--- src/rtl/demux1to2_4bit_reg.sv ---
// demux1to2_4bit_reg: registered 1-to-2 demultiplexer with valid/ready on input
// and on both output channels. Select S steers each accepted word to channel 0 or 1.
// Each channel holds one word.
//
// Ports:
//   clk, rst_n          clock, async active-low reset
//   S, din, in_valid    input word, its channel select and valid
//   in_ready            combinational; depends on the selected channel only
//   y0/y0_valid/y0_ready  channel 0 output handshake
//   y1/y1_valid/y1_ready  channel 1 output handshake
//   cnt0, cnt1          per-channel accepted-word counters (DEMUX_CNT_EN only)
//
// Optional feature macro: DEMUX_CNT_EN adds the CNT_W parameter and the cnt0/cnt1
// ports. Counters wrap silently.
module demux1to2_4bit_reg #(
    parameter int unsigned W = 4
`ifdef DEMUX_CNT_EN
    , parameter int unsigned CNT_W = 8
`endif
) (
    input  logic         clk,
    input  logic         rst_n,
    input  logic         S,
    input  logic [W-1:0] din,
    input  logic         in_valid,
    output logic         in_ready,
    output logic [W-1:0] y0,
    output logic         y0_valid,
    input  logic         y0_ready,
    output logic [W-1:0] y1,
    output logic         y1_valid,
    input  logic         y1_ready
`ifdef DEMUX_CNT_EN
    , output logic [CNT_W-1:0] cnt0,
    output logic [CNT_W-1:0] cnt1
`endif
);

    typedef enum logic {EMPTY = 1'b0, FULL = 1'b1} ch_state_t;

    ch_state_t    st0_q, st0_d, st1_q, st1_d;
    logic [W-1:0] y0_q, y0_d, y1_q, y1_d;
    logic         can_accept0, can_accept1;
    logic         push0, push1;

    // A full channel can still take a word in the same cycle it is being popped.
    assign can_accept0 = (st0_q == EMPTY) | y0_ready;
    assign can_accept1 = (st1_q == EMPTY) | y1_ready;
    assign in_ready    = rst_n & (S ? can_accept1 : can_accept0);
    assign push0       = in_valid & in_ready & ~S;
    assign push1       = in_valid & in_ready & S;

    assign y0       = y0_q;
    assign y1       = y1_q;
    assign y0_valid = (st0_q == FULL);
    assign y1_valid = (st1_q == FULL);

    // State registers
    always_ff @(posedge clk or negedge rst_n) begin
        if (!rst_n) begin
            st0_q <= EMPTY;
            st1_q <= EMPTY;
            y0_q  <= '0;
            y1_q  <= '0;
        end else begin
            st0_q <= st0_d;
            st1_q <= st1_d;
            y0_q  <= y0_d;
            y1_q  <= y1_d;
        end
    end

    // Channel 0 next state: push wins over pop so a pop+push keeps the channel full.
    always_comb begin
        st0_d = st0_q;
        y0_d  = y0_q;
        case (st0_q)
            EMPTY: begin
                if (push0) begin
                    st0_d = FULL;
                    y0_d  = din;
                end
            end
            FULL: begin
                if (push0) begin
                    y0_d = din;
                end else if (y0_ready) begin
                    st0_d = EMPTY;
                end
            end
            default: st0_d = EMPTY;
        endcase
    end

    // Channel 1 next state, same structure as channel 0.
    always_comb begin
        st1_d = st1_q;
        y1_d  = y1_q;
        case (st1_q)
            EMPTY: begin
                if (push1) begin
                    st1_d = FULL;
                    y1_d  = din;
                end
            end
            FULL: begin
                if (push1) begin
                    y1_d = din;
                end else if (y1_ready) begin
                    st1_d = EMPTY;
                end
            end
            default: st1_d = EMPTY;
        endcase
    end

`ifdef DEMUX_CNT_EN
    logic [CNT_W-1:0] cnt0_q, cnt0_d, cnt1_q, cnt1_d;

    // Accepted-word counters, wrapping at 2^CNT_W.
    always_comb begin
        cnt0_d = cnt0_q;
        cnt1_d = cnt1_q;
        if (push0) cnt0_d = cnt0_q + CNT_W'(1);
        if (push1) cnt1_d = cnt1_q + CNT_W'(1);
    end

    always_ff @(posedge clk or negedge rst_n) begin
        if (!rst_n) begin
            cnt0_q <= '0;
            cnt1_q <= '0;
        end else begin
            cnt0_q <= cnt0_d;
            cnt1_q <= cnt1_d;
        end
    end

    assign cnt0 = cnt0_q;
    assign cnt1 = cnt1_q;
`endif

endmodule

--- config.mk ---
export PLATFORM = sky130hd
export DESIGN_NAME = demux1to2_4bit_reg
export DESIGN_NICKNAME = d
export VERILOG_FILES = /design/src/rtl/demux1to2_4bit_reg.sv
export SDC_FILE = /design/constraint.sdc
export NUM_CORES = 1
export LEC_CHECK = 0
export CORE_UTILIZATION = 30
export CTS_CLUSTER_DIAMETER = 100
export CTS_CLUSTER_SIZE = 24
export DETAILED_ROUTE_END_ITERATION = 10
export HOLD_SLACK_MARGIN = 0.1
export MAX_ROUTING_LAYER = met4
export PLACE_DENSITY = 0.67
export REMOVE_ABC_BUFFERS = 1
export SLEW_MARGIN = 0
export SYNTH_ARGS = -nofsm -noshare
export SYNTH_HDL_FRONTEND = slang
export SYNTH_SLANG_ARGS = --single-unit
--- constraint.sdc ---
create_clock -name clk -period 2.7 [get_ports clk]
set_input_delay 0.54 -clock clk [delete_from_list [all_inputs] [get_ports clk]]
set_output_delay 0.54 -clock clk [all_outputs]
set_load 0.01 [all_outputs]
After elaboration in Yosys (flattened, before gate mapping) --
Index checks and enable logic that the tools add are counted.
Storage, ports and cells: input bits 10, bits in registers 10, word-level logic and storage cells 24
Cells by class: bitwise gates (word level) 9, multiplexer cells 11
Operator list (number):
- $mux W4 | 2
- $mux W1 | 7
- $and A1 B1 Y1 | 4
- $pmux W1 S2 | 2
- $not A1 Y1 | 3
- $or A1 B1 Y1 | 2

Longest topological paths before layout --
word-level depth 8, depth in mapped cells 3, mapped depth without buffers 3

Worst setup path before layout --
Ideal clock, no wire load.
path type in2out, from input port y0_ready, to output port in_ready, arrival time 0.921 ns, path buffers 0, setup slack 1.239 ns, stages on the path 2, cells stage by stage nand2b_1 > o211a_1
On the way: longest elaborated chain between the ends 3
Ends and longest elaborated chain:
- from (decl) | line 29 | input logic y0_ready,
- $or A1 B1 Y1 | line 47 | assign can_accept0 = (st0_q == EMPTY) | y0_ready;
- $mux W1 | line 49 | assign in_ready = rst_n & (S ? can_accept1 : can_accept0);
- $and A1 B1 Y1 | line 49
- to (decl) | line 26 | output logic in_ready,
No other way between the ends.

Worst setup path in the final report --
from input port S, to output port in_ready
On the way: longest elaborated chain between the ends 2
Ends and longest elaborated chain:
- from (decl) | line 23 | input logic S,
- $mux W1 | line 49
- $and A1 B1 Y1 | line 49
No other way between the ends.

==> impl_metrics.csv <==
group,metric,value,unit
cells_and_area,fin_cells,68,
placed_design,placed_cells,64,
detailed_routing,drtIter0Drc,1,
setup_path,critical_path.endpoint_type,"output port",
clocking,cts_sinks,10,
grt,met3_usage,0.0170,
grt,antenna_found_initial,0,
clocking,clk_pin_slew,70,ps
grt,grt-busiest-layer,"met2",
grt,grt.total_usage,0.124,
die,fp.dieH,39.7,um
power_and_ir_drop,irDropWorstVdd,340,uV
detailed_routing,drcViolationCount,0,
yosys,async_flop_share,1.00,
grt,grt_first_pass_wirelength,1.21,mm
grt,grt_start_max_net_pins,13,
setup_path,r2r-end,"y0[2]$_DFFE_PN0P_",
detailed_routing,dr.pass1.iters,2,
placed_design,dp_slack,270,ps
timing,slew_headroom,0.824,
setup_path,required,2160,ps
cells_and_area,regArea,250,sq um
timing,fin_ws,270,ps
yosys,syn_area_per_cell,15.2,sq um
clocking,cts_buffers,3,
setup_path,crit_type,"in -> out",
outcome,status,"finished, final reports clean",
die,die_area,0.00157,sq mm
timing,finalMaxSlewViolations,0,
clocking,h-tree-depth,1,
setup_path,r2r_start,"y0_valid$_DFF_PN0_",
die,rows,13,
cells_and_area,drive_gt1_frac,0.302,
setup_path,reg2regPathDepth,3,
yosys,synth_edf_count,0,
detailed_routing,routedWlPerCell,12.2,um
setup_path,startpoint_type,"input port",
placed_design,io_buffer_count,20,
cells_and_area,multi_input_area,175,sq um
job,cap_violations,0,
yosys,ys_top_cells_by_area,"dfrtp_1 59%, mux2_2 21%, nor3b_4 4.4%, nor2b_4 3.2%, nand2b_1 2.9%",
die,coreArea,0.00132,sq mm
cells_and_area,diodes,0,
cells_and_area,fillCellCount,117,
yosys,yosysWarnings,0,
yosys,synth_top_area_cell,"dfrtp_1",
detailed_routing,antenna_left,0,
timing,fmax,411,MHz
setup_path,ff2ff_setup_slack,1440,ps
timing,finalCritPeriodShare,0.900,
clocking,cts_tree,"built",
setup_path,crit_path_max_fanout,5,
clocking,cts_resized,0,
yosys,synth_area,425,sq um
power_and_ir_drop,p_leak,0.000293,uW
setup_path,crit_start,"S",
yosys,synthFlopType,"dfrtp_1",
clocking,clockBufferDepth,2,
setup_path,worstPathArrival,1890,ps
yosys,synth-seq-cells,10,
grt,grt_pass1_vias,317,
clocking,cts_hold_buf,0,
timing,setup_tns,0,ps
worst_hold_path,hold_depth,1,
cells_and_area,nets,64,
yosys,synth_top_area_share,0.588,
timing,rsz0062_at_grt,"no",
cells_and_area,syn2layout_area_growth,61.8,%
placed_design,gp_congestion,0.671,
worst_hold_path,hold_path_class,"reg -> reg",
grt,grt_overflow_total,0,
detailed_routing,num_vias,312,
yosys,seq_area_frac_synth,0.588,
power_and_ir_drop,powerDensity,655,mW/mm^2
detailed_routing,routed_wl,828,um
grt,use_met2,0.197,
timing,hold_viol,0,
setup_path,worstSetupEndpoint,"in_ready",
placed_design,hpwlAfterDp,646,um
worst_hold_path,min_from,"y1[1]$_DFFE_PN0P_",
timing,setup-violations-final,0,
clocking,post_cts_buffers,0,
clocking,insertion_delay,260,ps
yosys,netlist_top_cells_count,"10 x dfrtp_1, 8 x mux2_2, 2 x nand2_1, 2 x nand2b_1",
die,start_util,0.323,
die,die_w,39.7,um
timing,period_needed,2430,ps
die,io_pins,21,
cells_and_area,fin_util,0.522,
yosys,synth_cell_type_count,10,
yosys,syn_inst,28,
clocking,cts_root_buf,"clkbuf_4",
timing,worst_pin_slew,263,ps
grt,globalRouteMet1Util,0.136,
yosys,synth.most_common_cell,"dfrtp_1",
timing,fin_skew,0.778,ps
detailed_routing,routed_via_density,4.59,
stage by stage:
step | power [uW] | hold WS (ps) | instance area (sq um)
after floorplan | 240 | 244 | 425
after CTS | 458 | 513 | 688
after global placement | 322 | 494 | 652
after global routing | 475 | 524 | 688
after detailed placement | 323 | 498 | 652
final | 451 | 510 | 688
layout by cell type, fill, tap and decap left out:
| cell type | instances |
|---|---|
| buf_4 | 1 |
| clkbuf_4 | 3 |
| clkbuf_8 | 1 |
| clkdlybuf4s50_1 | 20 |
| dfrtp_1 | 10 |
| mux2_2 | 8 |
| nand2_1 | 2 |
| nand2b_1 | 2 |
| nand3_2 | 1 |
| nand3b_1 | 1 |
| nor2b_4 | 1 |
| nor3b_4 | 1 |
| o211a_1 | 1 |
| o21ai_0 | 1 |
power breakdown:
group,internal (uW),switching [uW],total (uW)
clock network,81.8,50.7,133
logic,84.5,42.3,127
registers,178,13.9,191
total,344,107,451
sequential cells by signal, summed over array words and instances (netlist names):
name / count
y0_valid: 1
y0: 4
y1_valid: 1
y1: 4
routing by layer:
layer / up-vias / routed length [um]
li1: 148 / -
met1: 151 / 329
met3: 2 / 54
met5: - / 0
met2: 11 / 438
met4: 0 / 6
how the worst min path moves through the flow:
stage,to
2_1_floorplan,y0[0]$_DFFE_PN0P_
3_3_place_gp,y1[1]$_DFFE_PN0P_
3_5_place_dp,y1[1]$_DFFE_PN0P_
4_1_cts,y1[1]$_DFFE_PN0P_
5_1_grt,y1[1]$_DFFE_PN0P_
6_report,y1[1]$_DFFE_PN0P_
layout make-up:
cell class                 instances  share of cell area
sequential                        10               0.364
timing repair buffer              21               0.302
multi-input combinational         18               0.255
clock buffer                       4              0.0527
tap                               15              0.0273
worst max-delay path, stage by stage:
cell	delay [ps]
clkdlybuf4s50_1	540
nand3b_1	150
o211a_1	150
clkdlybuf4s50_1	520
kinds of logic after synthesis:
family / Yosys count / synth area share
and+or+nand+nor: 8 / 0.165
DFF: 10 / 0.588
muxes: 8 / 0.212
AOI/OAI and AO/OA: 2 / 0.0353
(Power assumes the default switching activity.)
